--- config.mk ---
export PLATFORM = sky130hd
export DESIGN_NAME = ula_arbiter
export DESIGN_NICKNAME = d
export VERILOG_FILES = /design/src/rtl/ula_arbiter.sv
export SDC_FILE = /design/constraint.sdc
export NUM_CORES = 1
export LEC_CHECK = 0
export ABC_AREA = 1
export CAP_MARGIN = 30
export CORE_ASPECT_RATIO = 0.75
export CORE_MARGIN = 4
export CORE_UTILIZATION = 38
export DETAILED_ROUTE_END_ITERATION = 6
export PLACE_DENSITY = 0.75
export SYNTH_ARGS = -nofsm -noshare
export SYNTH_HDL_FRONTEND = slang
export SYNTH_SLANG_ARGS = --single-unit
--- constraint.sdc ---
create_clock -name clock -period 3 [get_ports clock]
set_input_delay 0.6 -clock clock [delete_from_list [all_inputs] [get_ports clock]]
set_output_delay 0.6 -clock clock [all_outputs]
set_load 0.005 [all_outputs]
--- src/rtl/ula_arbiter.sv ---
// ---------------------------------------------------------------------------
// ula_arbiter
//
// Two-port round-robin arbiter and sequencer in front of one registered ULA.
// Each accepted operation is driven onto the ULA inputs. The arbiter waits
// ULA_LATENCY edges for the registered result, then returns it with the
// issuing requester's ID over a valid/ready response channel. Only one
// operation is in flight at a time.
//
// Parameters
//   WIDTH        operand/result width (must match the ULA)
//   ULA_LATENCY  edges from ULA input sample to stable result, legal 1..7
//
// Ports
//   clock, reset            rising-edge clock, async active-high reset
//   reqN_valid/reqN_ready   request handshake, N = 0,1 (ready is combinational)
//   reqN_modo/op/a/b        request payload
//   rsp_valid/rsp_ready     response handshake
//   rsp_id                  requester that issued the operation
//   rsp_resultado/carryout/zero  captured ULA outputs
//   ula_modo/op/a/b         registered drive to the ULA
//   ula_resultado/carryout/zero  ULA outputs
//   busy                    high whenever the FSM is outside IDLE
//   stat_cnt0/stat_cnt1     saturating per-requester response counters,
//                           present only when ULA_ARB_STATS_EN is defined
//
// Optional feature macro: ULA_ARB_STATS_EN
// ---------------------------------------------------------------------------
module ula_arbiter #(
   parameter int unsigned WIDTH       = 6,
   parameter int unsigned ULA_LATENCY = 1
) (
   input  logic             clock,
   input  logic             reset,

   input  logic             req0_valid,
   output logic             req0_ready,
   input  logic             req0_modo,
   input  logic [2:0]       req0_op,
   input  logic [WIDTH-1:0] req0_a,
   input  logic [WIDTH-1:0] req0_b,

   input  logic             req1_valid,
   output logic             req1_ready,
   input  logic             req1_modo,
   input  logic [2:0]       req1_op,
   input  logic [WIDTH-1:0] req1_a,
   input  logic [WIDTH-1:0] req1_b,

   output logic             rsp_valid,
   input  logic             rsp_ready,
   output logic             rsp_id,
   output logic [WIDTH-1:0] rsp_resultado,
   output logic             rsp_carryout,
   output logic             rsp_zero,

   output logic             ula_modo,
   output logic [2:0]       ula_op,
   output logic [WIDTH-1:0] ula_a,
   output logic [WIDTH-1:0] ula_b,
`ifdef ULA_ARB_STATS_EN
   output logic [7:0]       stat_cnt0,
   output logic [7:0]       stat_cnt1,
`endif
   input  logic [WIDTH-1:0] ula_resultado,
   input  logic             ula_carryout,
   input  logic             ula_zero,

   output logic             busy
);

   localparam int unsigned CNT_W = 3;

   localparam logic [1:0] ST_IDLE = 2'd0;
   localparam logic [1:0] ST_EXEC = 2'd1;
   localparam logic [1:0] ST_WAIT = 2'd2;
   localparam logic [1:0] ST_RESP = 2'd3;

   // Wait-counter reload: WAIT lasts ULA_LATENCY cycles after EXEC
   localparam logic [CNT_W-1:0] CNT_LOAD = CNT_W'(ULA_LATENCY - 1);

   logic [1:0]       state_q,   state_d;
   logic             ptr_q,     ptr_d;      // 1: requester 1 has priority
   logic [CNT_W-1:0] cnt_q,     cnt_d;
   logic             busy_q,    busy_d;

   logic             ula_modo_q, ula_modo_d;
   logic [2:0]       ula_op_q,   ula_op_d;
   logic [WIDTH-1:0] ula_a_q,    ula_a_d;
   logic [WIDTH-1:0] ula_b_q,    ula_b_d;

   logic             rsp_valid_q, rsp_valid_d;
   logic             rsp_id_q,    rsp_id_d;
   logic [WIDTH-1:0] rsp_res_q,   rsp_res_d;
   logic             rsp_c_q,     rsp_c_d;
   logic             rsp_z_q,     rsp_z_d;

`ifdef ULA_ARB_STATS_EN
   logic [7:0]       stat0_q, stat0_d;
   logic [7:0]       stat1_q, stat1_d;
`endif

   logic grant0_c;
   logic grant1_c;
   logic in_idle_c;

   // Round-robin grant: a lone requester always wins, the pointer breaks ties
   assign in_idle_c = (state_q == ST_IDLE);
   assign grant0_c  = in_idle_c & req0_valid & (~req1_valid | ~ptr_q);
   assign grant1_c  = in_idle_c & req1_valid & (~req0_valid |  ptr_q);

   // Next-state and datapath update
   always_comb begin
      state_d     = state_q;
      ptr_d       = ptr_q;
      cnt_d       = cnt_q;
      ula_modo_d  = ula_modo_q;
      ula_op_d    = ula_op_q;
      ula_a_d     = ula_a_q;
      ula_b_d     = ula_b_q;
      rsp_valid_d = rsp_valid_q;
      rsp_id_d    = rsp_id_q;
      rsp_res_d   = rsp_res_q;
      rsp_c_d     = rsp_c_q;
      rsp_z_d     = rsp_z_q;
`ifdef ULA_ARB_STATS_EN
      stat0_d     = stat0_q;
      stat1_d     = stat1_q;
`endif

      case (state_q)
         ST_IDLE: begin
            if (grant0_c || grant1_c) begin
               if (grant1_c) begin
                  ula_modo_d = req1_modo;
                  ula_op_d   = req1_op;
                  ula_a_d    = req1_a;
                  ula_b_d    = req1_b;
               end else begin
                  ula_modo_d = req0_modo;
                  ula_op_d   = req0_op;
                  ula_a_d    = req0_a;
                  ula_b_d    = req0_b;
               end
               rsp_id_d = grant1_c;
               // Winner drops to lowest priority
               ptr_d    = grant0_c;
               state_d  = ST_EXEC;
            end
         end

         ST_EXEC: begin
            // ULA samples ula_* at the edge closing this cycle
            cnt_d   = CNT_LOAD;
            state_d = ST_WAIT;
         end

         ST_WAIT: begin
            if (cnt_q == '0) begin
               rsp_res_d   = ula_resultado;
               rsp_c_d     = ula_carryout;
               rsp_z_d     = ula_zero;
               rsp_valid_d = 1'b1;
               state_d     = ST_RESP;
            end else begin
               cnt_d = cnt_q - CNT_W'(1);
            end
         end

         ST_RESP: begin
            if (rsp_ready) begin
               rsp_valid_d = 1'b0;
               state_d     = ST_IDLE;
`ifdef ULA_ARB_STATS_EN
               if (rsp_id_q == 1'b0) begin
                  if (stat0_q != 8'hFF) stat0_d = stat0_q + 8'd1;
               end else begin
                  if (stat1_q != 8'hFF) stat1_d = stat1_q + 8'd1;
               end
`endif
            end
         end

         default: begin
            state_d = ST_IDLE;
         end
      endcase

      busy_d = (state_d != ST_IDLE);
   end

   // State and datapath registers
   always_ff @(posedge clock or posedge reset) begin
      if (reset) begin
         state_q     <= ST_IDLE;
         ptr_q       <= 1'b0;
         cnt_q       <= '0;
         busy_q      <= 1'b0;
         ula_modo_q  <= 1'b0;
         ula_op_q    <= '0;
         ula_a_q     <= '0;
         ula_b_q     <= '0;
         rsp_valid_q <= 1'b0;
         rsp_id_q    <= 1'b0;
         rsp_res_q   <= '0;
         rsp_c_q     <= 1'b0;
         rsp_z_q     <= 1'b0;
      end else begin
         state_q     <= state_d;
         ptr_q       <= ptr_d;
         cnt_q       <= cnt_d;
         busy_q      <= busy_d;
         ula_modo_q  <= ula_modo_d;
         ula_op_q    <= ula_op_d;
         ula_a_q     <= ula_a_d;
         ula_b_q     <= ula_b_d;
         rsp_valid_q <= rsp_valid_d;
         rsp_id_q    <= rsp_id_d;
         rsp_res_q   <= rsp_res_d;
         rsp_c_q     <= rsp_c_d;
         rsp_z_q     <= rsp_z_d;
      end
   end

`ifdef ULA_ARB_STATS_EN
   // Saturating response counters
   always_ff @(posedge clock or posedge reset) begin
      if (reset) begin
         stat0_q <= '0;
         stat1_q <= '0;
      end else begin
         stat0_q <= stat0_d;
         stat1_q <= stat1_d;
      end
   end

   assign stat_cnt0 = stat0_q;
   assign stat_cnt1 = stat1_q;
`endif

   assign req0_ready    = grant0_c;
   assign req1_ready    = grant1_c;
   assign rsp_valid     = rsp_valid_q;
   assign rsp_id        = rsp_id_q;
   assign rsp_resultado = rsp_res_q;
   assign rsp_carryout  = rsp_c_q;
   assign rsp_zero      = rsp_z_q;
   assign ula_modo      = ula_modo_q;
   assign ula_op        = ula_op_q;
   assign ula_a         = ula_a_q;
   assign ula_b         = ula_b_q;
   assign busy          = busy_q;

endmodule

==> reports/qor.csv, run 1 <==
metric;value;unit
power density over the cells;824.1;nW/um^2
Num Clock Sinks;33;
Residual DRC;0;
syn nets;266;
cell count after synthesis;219;
Crit. End Element;output port;
FP Rows;20;
CTS HTree Levels;2;
Peak Freq;399.9;MHz
root buffer cell;clkbuf_8;
relative slew slack;66.34;%
mean area per synthesized cell;7.564;sq um
DIE AREA;5491;sq um
Detail Placement HPWL;3104;um
hold endpoint;ula_b[4];
initial drt markers;80;
CTS max path bufs;2;
Tightest Hold Check Type;reg2reg;
total CTS buffers;5;
FF+latch count, synth;33;
Worst-path clk slew;0.06;ns
share of post-route cells with drive strength above 1;5.369;%
most frequent CP cell;clkdlybuf4s50_1;
Routed WL;3938;um
sequential share of the synthesized area;49.85;%
max incr delay on CP;0.49;ns
pin count of the biggest net entering global routing;34;
synth unique cells;18;
Hold Crit Depth;2;
initial antenna violation count;0;
Synth Cell Area;1657;sq um
post-CTS setup buffers;0;
Core Area;4129;sq um
total power;2111;uW
First-pass DRT Iterations;4;
period utilization;83.35;%
status;finished, final reports clean;
Final Hold Vio Count;0;
Max Slew Vio Count;0;
Via Count;1564;
worst-skew pair later-pin latency;0.28;ns
RSZ-0062 raised after global routing;false;
WS Path Type;in2out;
cells along the critical path;clkdlybuf4s50_1, nand2_1, nand3_2, inv_1, clkdlybuf4s50_1;
diode count;0;
Tot GR Track Use;15.05;%
hold slack;0.4780;ns
WL per Instance;11.16;um
Net count, final;344;
CP Launch Type;primary input;
placer congestion estimate;0.8485;
final setup skew;0.007857;ns
Synth Warn #;0;
Crit path buffers/inverters;3;
I/O pins;74;
max_cap viols;0;
hold path startpoint;ula_b[4];
Routed Antenna Nets;0;
vias per std cell;4.431;
Area Growth Syn to Fin;54.61;%
fill count;371;
Reg2Reg Launch Point;cnt_q[0];
first-pass GRT wire length;6589;um
Crit Reg-Reg Endpoint;busy;
Die Span Y;65.18;um
CP max FO;4;
TritonCTS clock tree;done;
VDD IR max;0.3469;mV
LEAKAGE;0.001343;uW
critical path arrival;1.90;ns
IO Port Bufs;73;
minimum clock period;2.500;ns
cts repair resizes;0;
reg2reg path depth;7;
Worst EP required;2.40;ns
CP delay by family, top;buffers and inverters;
actual slew at the worst max-slew pin;0.5036;ns
r2r setup slk;1.26;ns
total grt overflow;0;
cts hold-fix bufs;0;
vias in the first global route;1499;
Initial Utilization;40.12;%
Slowest-stage cell, CP;clkdlybuf4s50_1;
Post-Route Setup TNS;0;ns
die width;84.24;um
final setup vio count;0;
-- worst max-delay path by stage --
stage | cells past startpoint | slack, ns | end | from
after floorplan | 3 | 1.49 | req1_ready | state_q[1]
final | 5 | 0.50 | req0_ready | req1_valid
after CTS | 5 | 0.49 | req0_ready | req1_valid
after global placement | 5 | 0.51 | req0_ready | req1_valid
after global routing | 5 | 0.41 | req0_ready | req1_valid
after detailed placement | 5 | 0.49 | req0_ready | req1_valid
-- report_power, final --
part | internal (uW) | switching, uW
sequential | 641 | 114
combinational | 494 | 434
clock | 271 | 156
total | 1410 | 705
-- cell families (layout without fill, tap and decap cells) --
logic type	Yosys count	in the layout	synth area share [%]
flip-flops	33	33	49.85
AND/OR/NAND/NOR	126	126	33.61
adder cells (fa/ha/maj)	2	2	1.510
AO/OA/AOI/OAI	7	7	2.568
buffers and inverters	51	130	12.46
-- cells in the mapped netlist --
master	count	area share, %
nand2_1	86	19
buf_2	3	0.91
buf_4	1	0.45
inv_2	1	0.23
nand2_4	1	0.68
nor3_1	1	0.30
nor2_4	1	0.68
dfrtp_1	33	50
buf_6	1	0.68
o21ai_0	4	1.2
nand3_1	33	10
nand3_4	1	1.1
clkinv_1	1	0.23
o31ai_1	3	1.4
ha_1	2	1.5
nor2_1	1	0.23
nand3_2	2	1.2
inv_1	44	10
-- sequential cells by signal, summed over array words and instances, names as in the netlist, 2 cells and up --
signal / count
rsp_resultado: 6
ula_b: 6
state_q: 2
cnt_q: 3
ula_op: 3
ula_a: 6
-- metrics by stage --
stage	instance area (sq um)	instances	util [%]	worst slack (ns)
2_1_floorplan	1657	219	-	1.494
3_5_place_dp	2445	345	59.21	0.4915
4_1_cts	2561	353	62.03	0.4890
3_3_place_gp	2445	345	59.21	0.5090
5_1_grt	2561	353	62.03	0.4120
6_report	2561	353	62.03	0.4996
-- layer usage --
metal | vias to the layer above | wire, um | global-route usage [%]
met2 | 66 | 1652 | 23.33
met1 | 672 | 1756 | 18.75
met3 | 10 | 440 | 6.140
li1 | 816 | - | -
met4 | 0 | 89 | 6.024
met5 | - | 0 | 0
-- layout make-up --
cell class | count | area, sq um | area share (%)
clock buffer | 7 | 86.33 | 3.371
clock inverter | 1 | 30.03 | 1.172
inverter | 46 | 172.7 | 6.742
multi-input combinational | 135 | 624.3 | 24.38
sequential | 33 | 825.8 | 32.24
tap | 55 | 68.82 | 2.687
timing repair buffer | 76 | 753.2 | 29.41
-- worst min-delay path: stages, from the launching register on --
cell and delay (ns):
dfrtp_1 0.34, nand2_1 0.05, nand2_1 0.05
-- cell usage in the layout, fill, tap and decap left out --
cell and count:
bufinv_16 1, buf_4 3, clkbuf_1 1, nand3_4 1, nor3_1 1, nand2_1 86
nand3_1 33, clkinv_1 1, nand3_2 2, nor2_4 1, o21ai_0 4, dfrtp_1 33
clkdlybuf4s50_1 73, o31ai_1 3, nand2_4 1, ha_1 2, clkbuf_8 6, inv_1 44
inv_2 1, nor2_1 1
Note: power is estimated with default switching activity, not from simulation.
==> run 2, diff against run 1 <==
CORE_UTILIZATION = 37   (was 38)
PLACE_DENSITY = 0.76   (was 0.75)
clock period = 2.25 ns   (was 3 ns; I/O delays follow)
==> reports/qor.csv, run 2 (synthesis results as in run 1) <==
metric;value;unit;change
status;finished, final reports clean;;
relative slew slack;63.99;%;-2.4 points
initial antenna violation count;0;;unchanged
placed cell area;2460;sq um;+0.61%
vias in the first global route;1545;;+3.1%
cts hold-fix bufs;0;;unchanged
Crit path buffers/inverters;3;;unchanged
Max Slew Vio Count;0;;unchanged
Num Clock Sinks;33;;unchanged
pre-CTS setup slack;0.06861;ns;-0.4229 ns
Multi-input gate area;624.3;sq um;unchanged
total grt overflow;0;;unchanged
cells along the critical path;clkdlybuf4s50_1, nand2_1, nand3_2, inv_1, clkdlybuf4s50_1;;
Detail Placement HPWL;3258;um;+5.0%
reg2reg path depth;7;;unchanged
share of post-route cells with drive strength above 1;5.333;%;-0.036 points
total CTS buffers;5;;unchanged
RSZ-0062 raised after global routing;false;;
most frequent CP cell;clkdlybuf4s50_1;;
DIE AREA;5623;sq um;+2.4%
Slowest-stage cell, CP;clkdlybuf4s50_1;;
critical path arrival;1.72;ns;-0.18 ns
die width;85.27;um;+1.2%
FP Rows;20;;unchanged
IO Port Bufs;73;;unchanged
initial drt markers;33;;-59%
max_cap viols;0;;unchanged
WL per Instance;12.23;um;+9.6%
First-pass DRT Iterations;5;;+1
VDD IR max;0.5798;mV;+67%
Crit. End Element;output port;;
Reg2Reg Launch Point;cnt_q[0];;
FF/Latch Area;825.8;sq um;unchanged
final worst slack;0.07614;ns;-0.4234 ns
Area Growth Syn to Fin;53.32;%;
total power;2697;uW;+28%
Core Area;4179;sq um;+1.2%
Final Hold Vio Count;0;;unchanged
CP max FO;3;;-1
WS Path Type;in2out;;
Peak Freq;460.0;MHz;
commonest non-fill, non-tap cells in the layout;86 x nand2_1, 73 x clkdlybuf4s50_1, 44 x inv_1;;
Routed Antenna Nets;0;;unchanged
final non-filler cell area;2540;sq um;-0.83%
hold path startpoint;ula_a[0];;
placer congestion estimate;0.7755;;-8.6%
Post-Route Setup TNS;0;ns;unchanged
Layout Utilization;60.78;%;-1.3 points
CTS max path bufs;2;;unchanged
LEAKAGE;0.001333;uW;-0.70%
post-CTS setup buffers;0;;unchanged
power density over the cells;1062;nW/um^2;+29%
cts repair resizes;0;;unchanged
Tightest Hold Check Type;reg2reg;;
Worst EP required;1.80;ns;-0.60 ns
Routed WL;4342;um;+10%
Crit Reg-Reg Endpoint;busy;;
max incr delay on CP;0.50;ns;about the same
vias per std cell;4.521;;+2.0%
fill count;379;;+2.2%
CP delay by family, top;buffers and inverters;;
r2r setup slk;0.46;ns;-0.80 ns
Via Count;1605;;+2.6%
Residual DRC;0;;unchanged
I/O pins;74;;unchanged
actual slew at the worst max-slew pin;0.5388;ns;+0.03518 ns
CTS HTree Levels;2;;unchanged
hold endpoint;ula_a[0];;
period utilization;96.62;%;
worst-skew pair later-pin latency;0.29;ns;about the same
TritonCTS clock tree;done;;
final setup vio count;0;;unchanged
diode count;0;;unchanged
Hold Crit Depth;2;;unchanged
Initial Utilization;39.64;%;-0.48 points
root buffer cell;clkbuf_8;;
final setup skew;0.006683;ns;-0.001174 ns
Worst-path clk slew;0.06;ns;about the same
most common cell after layout, fill and taps aside;nand2_1;;
pin count of the biggest net entering global routing;34;;unchanged
Die Span Y;65.95;um;+1.2%
Net count, final;346;;+0.58%
Tot GR Track Use;16.81;%;+1.8 points
first-pass GRT wire length;7224;um;+9.6%
minimum clock period;2.174;ns;
CP Launch Type;primary input;;
run 2: changes by cell type in the layout (fill, tap and decap cells not counted), sizes merged:
cell and change:
clkbuf +1, bufinv -1, buf +2
run 2: area by class of cell:
type / count / share of cell area, %
Clock buffer: 8 / 3.153
Multi-Input combinational cell: 135 / 24.58
Sequential cell: 33 / 32.51
Tap cell: 55 / 2.709
Timing Repair Buffer: 78 / 30.25
Inverter: 46 / 6.798
run 2: how the worst max path moves through the flow:
| stage | from | to | cells past startpoint | slack [ns] |
|---|---|---|---|---|
| 2_1_floorplan | cnt_q[0] | busy | 7 | 0.75 |
| 3_3_place_gp | req1_valid | req0_ready | 5 | 0.13 |
| 3_5_place_dp | req1_valid | req0_ready | 5 | 0.07 |
| 4_1_cts | req1_valid | req0_ready | 5 | 0.07 |
| 5_1_grt | req1_valid | req0_ready | 5 | 0.03 |
| 6_report | req1_valid | req0_ready | 5 | 0.08 |
run 2: report_power, final:
| part | internal (uW) | switching [uW] |
|---|---|---|
| registers | 855 | 154 |
| clock network | 219 | 204 |
| logic | 669 | 596 |
run 2: layer usage:
layer / vias to the layer above / global-route usage (%) / share of wire (%)
li1: 819 / - / -
met1: 728 / 19.72 / 41
met2: 49 / 28.29 / 48
met3: 9 / 5.853 / 8.7
met4: 0 / 6.719 / 1.6
met5: - / 0 / 0
run 2: worst reg2reg max path, delay by kind of cell (launching register included):
kind	cells	cell delay [ns]
adder cells (fa/ha/maj)	2	0.43
buffers and inverters	2	0.33
flip-flops	1	0.36
AND/OR/NAND/NOR	3	0.53
run 2: through the flow:
step	std cells	hold slack [ns]
finish	355	0.4819
floorplan	219	0.4517
CTS	355	0.4835
detailed placement	347	0.4656
global route	355	0.5120
global placement	347	0.4618
